File: config.mk
export PLATFORM = sky130hd
export DESIGN_NAME = im_fetch_ctrl
export DESIGN_NICKNAME = d
export VERILOG_FILES = /design/src/rtl/im_fetch_ctrl_pkg.sv /design/src/rtl/im_fetch_ctrl_fetch_buf.sv /design/src/rtl/im_fetch_ctrl.sv
export SDC_FILE = /design/constraint.sdc
export NUM_CORES = 1
export LEC_CHECK = 0
export CAP_MARGIN = 25
export CELL_PAD_IN_SITES_DETAIL_PLACEMENT = 0
export CELL_PAD_IN_SITES_GLOBAL_PLACEMENT = 1
export CORE_UTILIZATION = 36
export DETAILED_ROUTE_END_ITERATION = 10
export PLACE_DENSITY = 0.76
export SLEW_MARGIN = 20
export SYNTH_ARGS = -nofsm -noshare
export SYNTH_HDL_FRONTEND = slang
export SYNTH_SLANG_ARGS = --single-unit
File: constraint.sdc
create_clock -name clk -period 5.5 [get_ports clk]
set_input_delay 0.825 -clock clk [delete_from_list [all_inputs] [get_ports clk]]
set_output_delay 0.825 -clock clk [all_outputs]
set_load 0.01 [all_outputs]
File: src/rtl/im_fetch_ctrl_pkg.sv
// Shared fetch definitions: architecture widths, IM geometry, PC step, fetch state codes.
// Latency: n/a (definitions only).
// Backpressure: n/a.
// Ports: none. Macros are guarded so repeated inclusion in one compilation unit is harmless.

`ifndef IM_FETCH_ARCH_DEF
`define IM_FETCH_ARCH_DEF
`define ARCH_WIDTH   32
`define IM_WIDTH     32
`define IM_DEPTH     10
`define IM_SIZE      1024
`define IM_ADDR_BASE 32'h0000_3000
`define PC_STEP      4
`define FS_BOOT      2'd0
`define FS_FETCH     2'd1
`define FS_FAULT     2'd2
`endif

package im_fetch_ctrl_pkg;

    localparam int ARCH_W  = `ARCH_WIDTH;
    localparam int INSTR_W = `IM_WIDTH;

    typedef enum logic [1:0] {
        S_BOOT  = `FS_BOOT,
        S_FETCH = `FS_FETCH,
        S_FAULT = `FS_FAULT
    } fetch_state_t;

    typedef struct packed {
        logic [ARCH_W-1:0]  pc;
        logic [INSTR_W-1:0] instr;
    } fetch_entry_t;

    // Instructions are word aligned; the low two address bits are dropped.
    function automatic logic [ARCH_W-1:0] align_pc(input logic [ARCH_W-1:0] a);
        return a & ~ARCH_W'(3);
    endfunction

endpackage

File: src/rtl/im_fetch_ctrl_fetch_buf.sv
// In-order {pc, instr} buffer between IM fetch and decode, with flush.
// Latency: one cycle from push to head (registered, no bypass).
// Backpressure: caller must not push when full; flush overrides push and pop.
// Ports: clk, rst (async high), i_push/i_pop/i_flush controls, i_dat entry in,
//        o_count occupancy, o_head head entry (zero when empty).

module im_fetch_ctrl_fetch_buf
    import im_fetch_ctrl_pkg::*;
#(
    parameter int BUF_DEPTH = 2,
    parameter int PW        = $clog2(BUF_DEPTH),
    parameter int CW        = $clog2(BUF_DEPTH) + 1
) (
    input  logic         clk,
    input  logic         rst,
    input  logic         i_push,
    input  logic         i_pop,
    input  logic         i_flush,
    input  fetch_entry_t i_dat,
    output logic [CW-1:0] o_count,
    output fetch_entry_t o_head
);

    fetch_entry_t  r_mem [BUF_DEPTH];
    logic [PW-1:0] r_wr_ptr;
    logic [PW-1:0] r_rd_ptr;
    logic [CW-1:0] r_count;

    always_ff @(posedge clk or posedge rst) begin
        if (rst) begin
            r_wr_ptr <= '0;
            r_rd_ptr <= '0;
            r_count  <= '0;
        end else if (i_flush) begin
            r_wr_ptr <= '0;
            r_rd_ptr <= '0;
            r_count  <= '0;
        end else begin
            if (i_push) r_wr_ptr <= r_wr_ptr + PW'(1);
            if (i_pop)  r_rd_ptr <= r_rd_ptr + PW'(1);
            if (i_push && !i_pop)      r_count <= r_count + CW'(1);
            else if (i_pop && !i_push) r_count <= r_count - CW'(1);
        end
    end

    // Storage carries no control state, so it needs no reset.
    always_ff @(posedge clk) begin
        if (i_push && !i_flush) r_mem[r_wr_ptr] <= i_dat;
    end

    assign o_count = r_count;
    // Head reads as zero when empty so out_pc/out_instr are clean after reset and flush.
    assign o_head  = (r_count != '0) ? r_mem[r_rd_ptr] : '0;

endmodule

File: src/rtl/im_fetch_ctrl.sv
// Instruction-fetch sequencer: owns the PC, reads IM, buffers {pc, instr} for decode.
// Latency: instr at PC X is on out_* one cycle after X is on im_addr; 1 instr/cycle steady state.
// Backpressure: out_ready low fills the buffer, then the PC holds; redirect flushes everything.
// Ports: clk, rst (async high); im_addr/im_dout to the combinational IM; redirect_valid/redirect_pc;
//        out_valid/out_ready/out_instr/out_pc to decode; fault.
// Optional: IM_BOUND_CHECK_EN adds the FAULT state for PCs outside the IM window; otherwise fault=0.

module im_fetch_ctrl
    import im_fetch_ctrl_pkg::*;
#(
    parameter logic [`ARCH_WIDTH-1:0] RESET_PC  = `IM_ADDR_BASE,
    parameter int                     BUF_DEPTH = 2
) (
    input  logic                   clk,
    input  logic                   rst,
    output logic [`ARCH_WIDTH-1:0] im_addr,
    input  logic [`IM_WIDTH-1:0]   im_dout,
    input  logic                   redirect_valid,
    input  logic [`ARCH_WIDTH-1:0] redirect_pc,
    output logic                   out_valid,
    input  logic                   out_ready,
    output logic [`IM_WIDTH-1:0]   out_instr,
    output logic [`ARCH_WIDTH-1:0] out_pc,
    output logic                   fault
);

    localparam int CW = $clog2(BUF_DEPTH) + 1;

    fetch_state_t      r_state;
    fetch_state_t      w_state_nxt;
    logic [ARCH_W-1:0] r_pc;
    logic [ARCH_W-1:0] w_pc_nxt;
    logic              w_push;
    logic              w_pop;
    logic [CW-1:0]     w_count;
    logic              w_not_full;
    fetch_entry_t      w_head;
    fetch_entry_t      w_entry;

`ifdef IM_BOUND_CHECK_EN
    logic [ARCH_W-1:0] w_pc_off;
    logic              w_oob;
    // Unsigned offset compare also catches PCs below the base (they wrap to huge offsets).
    assign w_pc_off = r_pc - `IM_ADDR_BASE;
    assign w_oob    = (w_pc_off >= ARCH_W'(`IM_SIZE * 4));
`endif

    // Fullness uses the registered count only: no push-through-full on a same-cycle pop.
    assign w_not_full = (w_count < CW'(BUF_DEPTH));
    assign w_pop      = out_valid && out_ready && !redirect_valid;
    assign w_entry    = '{pc: r_pc, instr: im_dout};

    always_ff @(posedge clk or posedge rst) begin
        if (rst) r_state <= S_BOOT;
        else     r_state <= w_state_nxt;
    end

    always_comb begin
        w_state_nxt = r_state;
        w_pc_nxt    = r_pc;
        w_push      = 1'b0;
        if (redirect_valid) begin
            w_state_nxt = S_FETCH;
            w_pc_nxt    = align_pc(redirect_pc);
        end else begin
            case (r_state)
                S_BOOT: w_state_nxt = S_FETCH;
                S_FETCH: begin
`ifdef IM_BOUND_CHECK_EN
                    if (w_oob) w_state_nxt = S_FAULT;
                    else
`endif
                    if (w_not_full) begin
                        w_push   = 1'b1;
                        w_pc_nxt = r_pc + ARCH_W'(`PC_STEP);
                    end
                end
`ifdef IM_BOUND_CHECK_EN
                S_FAULT: w_state_nxt = S_FAULT;
`endif
                default: w_state_nxt = S_BOOT;
            endcase
        end
    end

    always_ff @(posedge clk or posedge rst) begin
        if (rst) r_pc <= RESET_PC;
        else     r_pc <= w_pc_nxt;
    end

    im_fetch_ctrl_fetch_buf #(
        .BUF_DEPTH (BUF_DEPTH)
    ) u_fetch_buf (
        .clk     (clk),
        .rst     (rst),
        .i_push  (w_push),
        .i_pop   (w_pop),
        .i_flush (redirect_valid),
        .i_dat   (w_entry),
        .o_count (w_count),
        .o_head  (w_head)
    );

    assign im_addr   = r_pc;
    assign out_valid = (w_count != '0);
    assign out_instr = w_head.instr;
    assign out_pc    = w_head.pc;

`ifdef IM_BOUND_CHECK_EN
    assign fault = (r_state == S_FAULT);
`else
    assign fault = 1'b0;
`endif

endmodule

==> results.toml <==
[power_and_ir_drop]
vdd_drop_max_uv = 202
p_per_area_nw_per_um2 = 320
finalPower_w = 0.00292
p_leak_nw = 3.12

[finish]
fillers = 1590
fin_nets = 729
final_area_um2 = 9140
n_antenna_cell = 0
drive_gt1_share_pct = 6.85
seqCellArea_um2 = 4610
multi_input_area_um2 = 2000
area_delta_synth_final_pct = 35.6

[sta]
tns_ns = 0
tightest_slew_ns = 0.962
slew_viol_final = 0
final.min_clock_period_ns = 3.31
worst_slack_ns = 2.19
setup_viol = 0
relSlewSlack_pct = 35.3
fin_skew_ns = 0.00900
hold_viol_final = 0
period_share_pct = 60.2
fmax_mhz = 302
rsz0062_at_grt = "no"

[worst_setup_path]
critPathLaunchType = "flip-flop"
reg2reg_from = "r_state[0]"
r2r_end = "u_fetch_buf.r_mem[1][50]"
startpoint = "u_fetch_buf.o_count[1]"
path_max_fanout = 53
slowest_delay_ns = 0.56
critical_path_class = "flip-flop to output pin"
cp_cell_sequence = "nor2_4, buf_4, inv_1, clkdlybuf4s50_1"
cp-end-kind = "output pin"
cp_top_family = "buffers and inverters"
worstPathArrival_ns = 2.48
reg2reg_depth = 3
timing.reg2reg.setup_slack_ns = 2.83
crit_required_ns = 4.68
cpMaxStageDelayCell = "buf_4"
worst-path-buf-inv = 3

[route]
firstDrtPassIters = 8
wl_per_cell_um = 17.5
drc_errors = 17
ant_nets = 0
via_count = 4510
via_per_inst = 5.01
drt-total-wl_um = 15800
drtIter0Drc = 217

[clock_tree]
cts_buffer_depth = 2
cts_max_level = 4
clk_pin_slew_ns = 0.06
cts_tree = "yes"
clock-sinks = 159
clk_latency_ns = 0.41
cts_hold_buf = 0
cts_root_buffer = "clkbuf_16"
numCtsBuffers = 17
cts-resized-gates = 0
postCtsSetupBuffers = 0

[logic_synthesis]
synthFlopType = "edfxtp_1"
synth_most_common_cell = "edfxtp_1"
ys_top_cells_by_area = "edfxtp_1 (55%), dfrtp_1 (12%), mux2i_1 (9.4%), nor2_1 (4.3%), nand2_1 (1.7%)"
synth_seq_area_share_pct = 68.3
synth_top_area_share_pct = 55.3
synth_cells = 502
postSynthAreaPerCell_um2 = 13.4
synth_common_cells = "edfxtp_1 (124), nor2_1 (77), mux2i_1 (63)"
yosys.area.top_type = "edfxtp_1"
synthDistinctLibCells = 45
syn_area_um2 = 6740
ys_async_sr_fraction_pct = 22.0
ys_ff_latch = 159
synth-edff-count = 124
ys_warn_count = 0

[floorplanning]
initial_utilization_pct = 37.1
fp.dieW_um = 139
ios = 166
die_y_um = 139
die_area_um2 = 19300
row_count = 49
core_um2 = 18100

[global_routing]
grt_antenna_before_repair = 0
grt_max_degree = 54
grt_pass1_wl_um = 25000
grt_usage_pct = 17.1
grt_pass1_vias = 4611
gr-usage-met3_pct = 4.45
use_met2_pct = 28.6
met1_usage_pct = 21.8
grt_busiest_layer = "met2"
grt_overflow = 0

[placement]
io_buffers = 158
place_area_um2 = 8570
dpl.hpwl_um = 10600
dp_slack_ns = 2.00
gp_congestion = 0.715

[status]
violations = "design-rule violations"
status = "complete, but fails checks"

[min_path]
hold_depth = 0
hp-class = "flip-flop to flip-flop"
min_to = "u_fetch_buf.r_mem[0][63]"
min-delay-start = "im_addr[31]"

[job]
maxCapViolations = 0
[how the worst max path moves through the flow]
stage / to / slack [ns] / depth (start not counted)
2_1_floorplan: u_fetch_buf.r_mem[0][0] / 1.37 / 3
3_3_place_gp: u_fetch_buf.r_mem[1][51] / 2.03 / 4
3_5_place_dp: u_fetch_buf.r_mem[1][50] / 2.00 / 4
4_1_cts: out_valid / 2.12 / 4
5_1_grt: out_valid / 1.99 / 4
6_report: out_valid / 2.19 / 4
[kinds of logic (layout without fill, tap and decap cells)]
family	count (synthesis)	after routing	synth area share (%)
fa+ha+maj	1	1	0.186
buf+inv	40	206	2.62
compound gates	44	44	4.20
mux	63	63	9.36
xor+xnor	17	17	2.21
other cells	2	6	0.111
flops	159	159	68.3
simple gates	176	176	13.0
[routing by layer]
layer,wire (um),share of wire (%)
met1,6970,44
met2,7990,51
met3,842,5.3
met4,0,0
met5,0,0
[state kept, by name, summed over array words and instances (netlist names)]
register and flops:
im_addr 30, r_state 1, u_fetch_buf.o_count 2, u_fetch_buf.r_mem 124, u_fetch_buf.r_rd_ptr 1, u_fetch_buf.r_wr_ptr 1
[worst register-to-register path, delay by kind of cell (launching register included)]
kind / cells / cell delay, ns
DFF: 1 / 0.49
buffers and inverters: 1 / 0.43
and+or+nand+nor: 2 / 1.43
[cells in the final DEF, fill, tap and decap left out, types with 10 or more instances in the layout]
cell,n
nand3_1,15
nand2_1,31
clkdlybuf4s50_1,157
xnor2_1,10
nor2_1,76
clkbuf_16,17
nand4_1,13
dfrtp_1,32
edfxtp_1,124
o21ai_0,17
mux2i_1,63
inv_1,10
or4_1,10
[per-stage QoR]
step | util (%) | instances | hold WS (ns)
4_1_cts | 50.3 | 900 | 0.581
3_3_place_gp | 47.1 | 868 | 0.567
2_1_floorplan | - | 506 | 0.527
5_1_grt | 50.4 | 901 | 0.586
3_5_place_dp | 47.2 | 869 | 0.566
6_report | 50.4 | 901 | 0.557
[where the power goes]
part | leakage, nW | switching (W) | internal [W] | total [W]
clock | 0.265 | 0.000445 | 0.000662 | 0.00111
sequential | 1.55 | 0.0000693 | 0.00138 | 0.00144
combinational | 1.30 | 0.000173 | 0.000199 | 0.000372
total | 3.12 | 0.000688 | 0.00224 | 0.00292
[cell type report]
| type | count | area share, % |
|---|---|---|
| Clock inverter | 11 | 1.30 |
| Inverter | 10 | 0.411 |
| Sequential cell | 159 | 50.4 |
| Timing Repair Buffer | 165 | 18.1 |
| Tap cell | 229 | 3.14 |
| Multi-Input combinational cell | 307 | 21.8 |
| Clock buffer | 20 | 4.78 |
Note: power is estimated with default switching activity, not from simulation.
==> RTL change: new RTL, same flow settings <==
Change the macro `ARCH_WIDTH` from 32 to 40.
--- a/src/rtl/im_fetch_ctrl_pkg.sv
+++ b/src/rtl/im_fetch_ctrl_pkg.sv
@@ -5,7 +5,7 @@
 
 `ifndef IM_FETCH_ARCH_DEF
 `define IM_FETCH_ARCH_DEF
-`define ARCH_WIDTH   32
+`define ARCH_WIDTH   40
 `define IM_WIDTH     32
 `define IM_DEPTH     10
 `define IM_SIZE      1024
Interface: changed (resized im_addr, out_pc and redirect_pc); port bits go from 166 to 190. No check against the original RTL was run, so the function may have changed too.
==> RTL change against the original RTL <==
  * Critical path type unchanged
  * Routed wire length is 21% higher
  * Sequential cell count is 24 higher
  * Maximum frequency is 8.3% lower
  * Final area is 16% higher
  * Critical path depth stayed put
  * Setup slack worse by 0.30 ns
  * Power is 12% higher
  * Synthesized area is 17% higher
==> RTL change: results (changes against the original RTL) <==
\begin{tabular}{lr}
\hline
Metric & Value \\
\hline
\multicolumn{2}{l}{\textbf{Status}} \\
Status & finished, final reports clean \\
\multicolumn{2}{l}{\textbf{Drt}} \\
Routed length on met3 & 1.32 mm (+57\%) \\
Number of iterations in the first detailed-routing pass & 5 (-3) \\
Routed wire length on met2 & 9.25 mm (+16\%) \\
\multicolumn{2}{l}{\textbf{Pwr}} \\
Maximum VDD drop & 144 uV (-29\%) \\
Sequential Power Share & 50.9\% (+1.5 points) \\
Static Leakage & 3.58 nW (+15\%) \\
Switching fraction of total power & 26.1\% (+2.6 points) \\
\multicolumn{2}{l}{\textbf{Worst setup path}} \\
Cell type group with the largest total delay on the critical path & flip-flops \\
R2R Setup Slk & 2.63 ns (-0.20 ns) \\
Worst-path fanout max & 52 (-1.9\%) \\
Worst path slowest cell & sky130\_fd\_sc\_hd\_\_dfrtp\_4 \\
Start point of the critical path & u\_fetch\_buf.r\_rd\_ptr\$\_DFFE\_PP0P\_ \\
Worst r2r path cells & 4 (+1) \\
RR Endpoint & im\_addr[27]\$\_DFFE\_PP0P\_ \\
Termination of the worst setup path & out\_pc[28] \\
Slowest stage delay, CP & 1.02 ns (+0.46 ns) \\
\multicolumn{2}{l}{\textbf{Synth}} \\
Fraction of synthesis flops using an asynchronous set or reset pin & 23.5\% (+1.5 points) \\
Sequential element share of the synthesized area & 67.2\% (-1.1 points) \\
Flop and latch count out of synthesis & 183 (+15\%) \\
Fraction of synthesized area in multiplexers & 9.04\% (-0.31 points) \\
Number of enable-type register cells in the synthesized netlist & 140 (+13\%) \\
\multicolumn{2}{l}{\textbf{GRT}} \\
Overall global routing resource usage & 17.6\% (+0.52 points) \\
Grt met1 use & 22.4\% (+0.65 points) \\
Vias in the first global route & 5536 (+20\%) \\
\multicolumn{2}{l}{\textbf{Timing}} \\
Clock Skew & 0.0139 ns (+0.00487 ns) \\
Post-route worst hold slack & 0.563 ns (+0.00638 ns) \\
Worst-Margin Slew & 0.957 ns (-0.00463 ns) \\
\multicolumn{2}{l}{\textbf{Final layout}} \\
Portion of the layout cell area used by non-clock buffers & 18.3\% (+0.18 points) \\
Count of multi-input combinational gates & 377 (+23\%) \\
Clock network share of area & 5.33\% (-0.75 points) \\
Area occupied by multi-input gates & 0.00240 sq mm (+20\%) \\
\multicolumn{2}{l}{\textbf{Place}} \\
Placer congestion estimate & 0.789 (+10\%) \\
\multicolumn{2}{l}{\textbf{Min path}} \\
Worst hold start & im\_addr[7]\$\_DFFE\_PP0P\_ \\
\hline
\end{tabular}
==> RTL change: cell count changes after synthesis, sizes merged, moves of 5 or more <==
cell / change
nor2: +18
nor4: +6
buf: +6
edfxtp: +16
o21ai: +5
a31oi: +6
nand3: +5
mux2i: +8
dfrtp: +8
==> RTL change: logic make-up after synthesis <==
group / count (synthesis)
AND/OR/NAND/NOR: 214
flip-flops: 183
multiplexers: 71
AO/OA/AOI/OAI: 69
buffers and inverters: 51
XOR/XNOR: 16
other: 2
adder cells (fa/ha/maj): 1
==> RTL change: per-stage QoR <==
step	total power, W	utilization (%)	std cells	setup WS [ns]	cell area, sq um
finish	0.00327	49.9	1070	1.89	10600
CTS	0.00330	49.6	1068	1.77	10500
detailed placement	0.00214	46.9	1036	2.24	9960
global route	0.00340	49.9	1070	1.71	10600
floorplan	0.00188	-	611	0.877	7880
global placement	0.00212	46.9	1036	2.28	9960
